**src/rtl/chess_game_ctrl.sv**
```systemverilog
// chess_game_ctrl
//   Game sequencer for the chess clock. Converts debounced front-panel button
//   levels into run/load commands for the two-counter countdown datapath,
//   detects flag fall from the counters' remaining time, and reports the
//   winner and the number of completed moves.
//
// Ports
//   clk, reset        system clock, synchronous active-high reset
//   btn_start         start / new game (level, rising edge is the event)
//   btn_pause         pause / resume   (level, rising edge is the event)
//   btn_p1, btn_p2    end-of-turn buttons (level, rising edge is the event)
//   time_sel[1:0]     game length: 00=1, 01=3, 10=5, 11=10 minutes
//   min1/sec1/min2/sec2[7:0]  remaining time from the countdown block
//   enable            run enable to the countdown block
//   player[1:0]       00=load both, 01=run counter 1, 10=run counter 2, 11=hold
//   timeIn[7:0]       minutes loaded into both counters
//   winner[1:0]       00=none, 01=player 1, 10=player 2
//   move_cnt[7:0]     completed moves, saturating at 255
//   state[2:0]        current FSM state code
//
// Handshake: there is no valid/ready pairing here; every button is a level
// and an event is a rising edge (high now, low at the previous clk edge).
// All outputs are registered and decoded from the next state, so they change
// on the same edge as the state register.
module chess_game_ctrl #(
    parameter int LOAD_CYCLES = 100_000_000,
    parameter int LOAD_W      = 27
) (
    input  logic       clk,
    input  logic       reset,
    input  logic       btn_start,
    input  logic       btn_pause,
    input  logic       btn_p1,
    input  logic       btn_p2,
    input  logic [1:0] time_sel,
    input  logic [7:0] min1,
    input  logic [7:0] sec1,
    input  logic [7:0] min2,
    input  logic [7:0] sec2,
    output logic       enable,
    output logic [1:0] player,
    output logic [7:0] timeIn,
    output logic [1:0] winner,
    output logic [7:0] move_cnt,
    output logic [2:0] state
);

    typedef enum logic [2:0] {
        S_IDLE   = 3'd0,
        S_LOAD   = 3'd1,
        S_READY  = 3'd2,
        S_RUN1   = 3'd3,
        S_RUN2   = 3'd4,
        S_PAUSE1 = 3'd5,
        S_PAUSE2 = 3'd6,
        S_OVER   = 3'd7
    } state_t;

    localparam logic [LOAD_W-1:0] LOAD_LAST = LOAD_W'(LOAD_CYCLES - 1);

    state_t            cur_state;
    state_t            next_state;
    logic [LOAD_W-1:0] load_cnt;
    logic              prev_start, prev_pause, prev_p1, prev_p2;
    logic              ev_start, ev_pause, ev_p1, ev_p2;
    logic              flag1, flag2;

    logic              enable_d;
    logic [1:0]        player_d;
    logic [7:0]        timein_d;
    logic [1:0]        winner_d;
    logic [7:0]        move_d;

    assign ev_start = btn_start & ~prev_start;
    assign ev_pause = btn_pause & ~prev_pause;
    assign ev_p1    = btn_p1    & ~prev_p1;
    assign ev_p2    = btn_p2    & ~prev_p2;
    assign flag1    = (min1 == 8'd0) && (sec1 == 8'd0);
    assign flag2    = (min2 == 8'd0) && (sec2 == 8'd0);
    assign state    = cur_state;

    // State register, output registers, load counter and button history.
    always_ff @(posedge clk) begin
        if (reset) begin
            cur_state  <= S_IDLE;
            load_cnt   <= '0;
            prev_start <= 1'b0;
            prev_pause <= 1'b0;
            prev_p1    <= 1'b0;
            prev_p2    <= 1'b0;
            enable     <= 1'b0;
            player     <= 2'b11;
            timeIn     <= 8'd1;
            winner     <= 2'b00;
            move_cnt   <= 8'd0;
        end else begin
            cur_state  <= next_state;
            prev_start <= btn_start;
            prev_pause <= btn_pause;
            prev_p1    <= btn_p1;
            prev_p2    <= btn_p2;
            if (cur_state == S_IDLE)
                load_cnt <= '0;
            else if (cur_state == S_LOAD)
                load_cnt <= load_cnt + LOAD_W'(1);
            enable     <= enable_d;
            player     <= player_d;
            timeIn     <= timein_d;
            winner     <= winner_d;
            move_cnt   <= move_d;
        end
    end

    // Next-state logic. In RUN states the flag outranks pause, which
    // outranks the turn button; in PAUSE states start outranks resume.
    always_comb begin
        next_state = cur_state;
        case (cur_state)
            S_IDLE:   if (ev_start) next_state = S_LOAD;
            S_LOAD:   if (load_cnt == LOAD_LAST) next_state = S_READY;
            S_READY:  if (ev_p2) next_state = S_RUN1;
            S_RUN1: begin
                if (flag1)         next_state = S_OVER;
                else if (ev_pause) next_state = S_PAUSE1;
                else if (ev_p1)    next_state = S_RUN2;
            end
            S_RUN2: begin
                if (flag2)         next_state = S_OVER;
                else if (ev_pause) next_state = S_PAUSE2;
                else if (ev_p2)    next_state = S_RUN1;
            end
            S_PAUSE1: begin
                if (ev_start)      next_state = S_IDLE;
                else if (ev_pause) next_state = S_RUN1;
            end
            S_PAUSE2: begin
                if (ev_start)      next_state = S_IDLE;
                else if (ev_pause) next_state = S_RUN2;
            end
            S_OVER:   if (ev_start) next_state = S_IDLE;
            default:  next_state = S_IDLE;
        endcase
    end

    // Output decode from the next state and the transition being taken.
    always_comb begin
        enable_d = 1'b0;
        player_d = 2'b11;
        timein_d = timeIn;
        winner_d = winner;
        move_d   = move_cnt;

        case (next_state)
            S_LOAD: begin enable_d = 1'b1; player_d = 2'b00; end
            S_RUN1: begin enable_d = 1'b1; player_d = 2'b01; end
            S_RUN2: begin enable_d = 1'b1; player_d = 2'b10; end
            default: begin enable_d = 1'b0; player_d = 2'b11; end
        endcase

        // timeIn follows the selector only while idle; the value present at
        // the start event is the one frozen for the whole game.
        if (cur_state == S_IDLE) begin
            case (time_sel)
                2'b00:   timein_d = 8'd1;
                2'b01:   timein_d = 8'd3;
                2'b10:   timein_d = 8'd5;
                default: timein_d = 8'd10;
            endcase
        end

        // A completed turn is a RUN1<->RUN2 swap.
        if (((cur_state == S_RUN1) && (next_state == S_RUN2)) ||
            ((cur_state == S_RUN2) && (next_state == S_RUN1))) begin
            if (move_cnt != 8'hFF)
                move_d = move_cnt + 8'd1;
        end

        // Flag fall: the player whose clock ran out loses.
        if (next_state == S_OVER) begin
            if (cur_state == S_RUN1)      winner_d = 2'b10;
            else if (cur_state == S_RUN2) winner_d = 2'b01;
        end

        if (next_state == S_IDLE) begin
            winner_d = 2'b00;
            move_d   = 8'd0;
        end
    end

endmodule

```
**config.mk**
```make
export PLATFORM = sky130hd
export DESIGN_NAME = chess_game_ctrl
export DESIGN_NICKNAME = d
export VERILOG_FILES = /design/src/rtl/chess_game_ctrl.sv
export SDC_FILE = /design/constraint.sdc
export NUM_CORES = 1
export LEC_CHECK = 0
export ABC_AREA = 0
export BUFFER_PORTS_ARGS = -buffer_cell sky130_fd_sc_hd__buf_2
export CAP_MARGIN = 20
export CORE_ASPECT_RATIO = 0.9
export CORE_UTILIZATION = 43
export CTS_CLUSTER_DIAMETER = 40
export CTS_CLUSTER_SIZE = 10
export DETAILED_ROUTE_END_ITERATION = 12
export PLACE_DENSITY = 0.73
export SLEW_MARGIN = 20
export SYNTH_ARGS = -nofsm -noshare
export SYNTH_HDL_FRONTEND = slang
export SYNTH_SLANG_ARGS = --single-unit
```
**constraint.sdc**
```tcl
create_clock -name clk -period 2.9 [get_ports clk]
set_input_delay 0.29 -clock clk [delete_from_list [all_inputs] [get_ports clk]]
set_output_delay 0.29 -clock clk [all_outputs]
set_load 0.02 [all_outputs]
```
==> summary.txt <==
STA
  • Clock Skew: 15.2 ps
  • Slew @ Worst Pin: 702 ps
  • Slew headroom: 53.0%
  • Final worst path period need: 2550 ps
  • RSZ-0062 raised after global routing: false
  • Fin crit share: 87.8%
  • Hold Slack: 204 ps
  • Final setup fails: 0
  • Setup TNS: 0 ps
  • Peak Freq: slightly below 400 MHz
  • Endpoints failing hold: 0
  • Slew Viols, Final: 0

Logic synthesis
  • Flops & latches, synth: 51
  • Post-synth top flop: dfxtp_1
  • Mapped cell area: 2450 sq um
  • Synthesis Warnings: 0
  • Synth area leaders: dfxtp_1 (42%), xor2_1 (6.4%), nor2_1 (5.5%)
  • Synth cell types: 52
  • Syn_area_per_cell: approximately 8.4 sq um
  • Share of the synthesized area in the top cell type: 41.7%
  • Area leader, netlist: dfxtp_1
  • Sequential-to-total area share from yosys stat: 41.7%
  • Synth async-reset ratio: 0%
  • Mapped Cells: 291
  • EDFF count, synth: 0

Clock network
  • Setup repair bufs after CTS: 0
  • Resize count post-CTS: 0
  • H-Tree Depth: 2
  • Clk buf depth: 2
  • Num Clock Sinks: 51
  • Root buffer cell: clkbuf_8
  • Worst-Skew Late Latency: between 300 and 400 ps
  • CTS buffer count: 5
  • Hold_buf cts: 0
  • Clock-pin slew on the worst setup and hold paths: 110 ps
  • TritonCTS clock tree: yes

Critical path
  • Critical R2R Launch: load_cnt[17]
  • Crit. Startpoint: load_cnt[17]
  • Crit-path max FO: 7
  • Crit path largest cell delay: 540 ps
  • Crit-path cells: nor4b_2, and4b_1, a31o_1, nand4b_1, and2_4, o31a_1, or4_1, a21oi_1
  • CP Data Arrival Time: 2800 ps
  • Slowest CP cell: or4_1
  • Setup Crit Path Kind: reg2reg
  • Startpoint Class: register
  • Crit. End Element: register
  • Req. time, crit path: about 3200 ps

Route
  • Detail Route Antenna Nets: 0
  • DRC: 0
  • Routed WL: 5260 um
  • Total iterations of the first detailed-routing run: 4
  • Vias per cell: about 5.2
  • Wire length per cell: 12.6 um
  • Via count: ~2200
  • DR iter-0 viols: 120

Cells and area
  • Area delta synth->final: 18.2%
  • Post-route cell area: 2890 sq um
  • Fillcell total: between 500 and 600
  • Area of the multi-input gates: 1370 sq um
  • Nets@finish: 393
  • Share of cells above drive strength 1: a little over a fifth
  • Diodes inserted: 0
  • Reg area: 1020 sq um

Floorplanning
  • Top Ports: 64
  • Initial Util: 45.5%
  • Die area: 5990 sq um
  • Number of core rows: 25
  • Die X: 81.5 um
  • DIE HEIGHT: 73.6 um
  • Core Region: 5380 sq um

Power
  • Pwr dens: 439 nW/um^2
  • Total power draw: 1.27 mW
  • Sw frac: between 20% and 30%
  • Flop pwr share: a little under three fifths
  • Worst vdd ir: 0.285 mV
  • Clock Power Share: between 30% and 40%
  • Comb power frac: 9.0%
  • Sw Pwr: 0.328 mW
  • Int Pwr: 0.940 mW
  • Leakage: 1.13 nW

Global route
  • Largest net degree at the start of global routing: 28
  • Global routing usage on met2: 28.4%
  • Global-route wire length before repair: 8910 um
  • Vias in the first global route: 1992
  • GRT Total Usage: 19.2%
  • Grt met1 use: 27.6%
  • Gr busiest metal: met2
  • Initial antenna violation count: 0
  • Met3 track demand over resource: around 4.2%
  • GRT overflow: 0

Job
  • Max-cap viol count: 0

Placement
  • Port Buf Inserts: 59
  • Placed inst area: around 2800 sq um
  • Hpwl dp: 3970 um
  • Placer congestion estimate: 0.785

Run status
  • Status: finished, final reports clean

Hold path
  • Hold path start: btn_p1
  • Hold Crit Class: in2reg
-- synth_stat cells, drive strengths merged (2+ instances only) --
| master | number |
|---|---|
| a21oi | 18 |
| a311oi | 4 |
| and2 | 5 |
| and3 | 8 |
| and4 | 5 |
| buf | 9 |
| clkbuf | 2 |
| dfxtp | 51 |
| ha | 2 |
| inv | 2 |
| nand2 | 34 |
| nand2b | 5 |
| nand3 | 16 |
| nand3b | 2 |
| nand4 | 7 |
| nor2 | 36 |
| nor2b | 7 |
| nor3 | 6 |
| nor3b | 3 |
| nor4 | 8 |
| o21ai | 7 |
| o21bai | 2 |
| o31ai | 3 |
| or3 | 7 |
| xnor2 | 4 |
| xor2 | 18 |
-- kinds of logic (layout without fill, tap and decap cells) --
| family | after synthesis | count (layout) | share of synthesized area (%) |
|---|---|---|---|
| and+or+nand+nor | 154 | 154 | 33.3 |
| muxes | 1 | 1 | 0.460 |
| AOI/OAI and AO/OA | 47 | 47 | 12.7 |
| adders and majority gates | 2 | 2 | 1.02 |
| DFF | 51 | 51 | 41.7 |
| xor gates and xnor gates | 22 | 22 | 7.88 |
| buffers and inverters | 13 | 71 | 2.71 |
| other | 1 | 4 | 0.153 |
-- state kept, by name, summed over array words and instances, names as in the netlist --
signal,count
prev_p2,1
state,3
prev_p1,1
load_cnt,27
move_cnt,8
timeIn,4
enable,1
player,2
winner,2
prev_start,1
prev_pause,1
-- layout by cell type, fill, tap and decap left out, drive strengths merged, types with 6 or more instances in the layout --
cell	n
nor4	8
nor3	6
nand4	7
buf	61
o21ai	7
nor2	36
dfxtp	51
and3	8
a21oi	18
or3	7
nor2b	7
nand3	16
nand2	34
xor2	18
-- worst max-delay path, delay by kind of cell, from the launching register on --
| family | cells | cell delay, ps |
|---|---|---|
| AND/OR/NAND/NOR | 5 | 1430 |
| AO/OA/AOI/OAI | 3 | 690 |
| flip-flops | 1 | 380 |
-- worst paths after layout --
path / to / slack [ps] / depth (start not counted)
worst min-delay path: prev_p1 / 200 / 2
worst max register to register: move_cnt[3] / 350 / 8
worst min register to register: timeIn[2] / 460 / 2
worst max-delay path: move_cnt[3] / 350 / 8
-- per-layer routing --
metal / share of wire [%] / vias up
met5: 0 / -
li1: - / 1151
met4: 1.0 / 0
met1: 51 / 982
met3: 4.2 / 7
met2: 44 / 50
-- layout make-up --
cell class                 count  area share, %
clock buffer                   5           2.38
tap                           67           2.90
timing repair buffer          61           10.7
sequential                    51           35.3
inverter                       2          0.260
multi-input combinational    230           47.4
clock inverter                 3          0.996
-- per-stage QoR --
| step | util [%] | std cells | worst slack [ps] |
|---|---|---|---|
| after floorplan | - | 294 | 564 |
| after global placement | 51.9 | 411 | 476 |
| after detailed placement | 51.9 | 411 | 383 |
| after CTS | 53.7 | 419 | 361 |
| after global routing | 53.7 | 419 | 101 |
| final | 53.7 | 419 | 355 |
-- power groups by stage --
stage                     sequential (mW)  clock, mW  combinational [mW]
after floorplan                     0.742          0              0.0605
after global placement              0.735          0               0.112
after detailed placement            0.735          0               0.114
after CTS                           0.719      0.448               0.114
after global routing                0.721      0.479               0.126
final                               0.719      0.435               0.114
No activity file was read; power rests on OpenSTA's default activity.
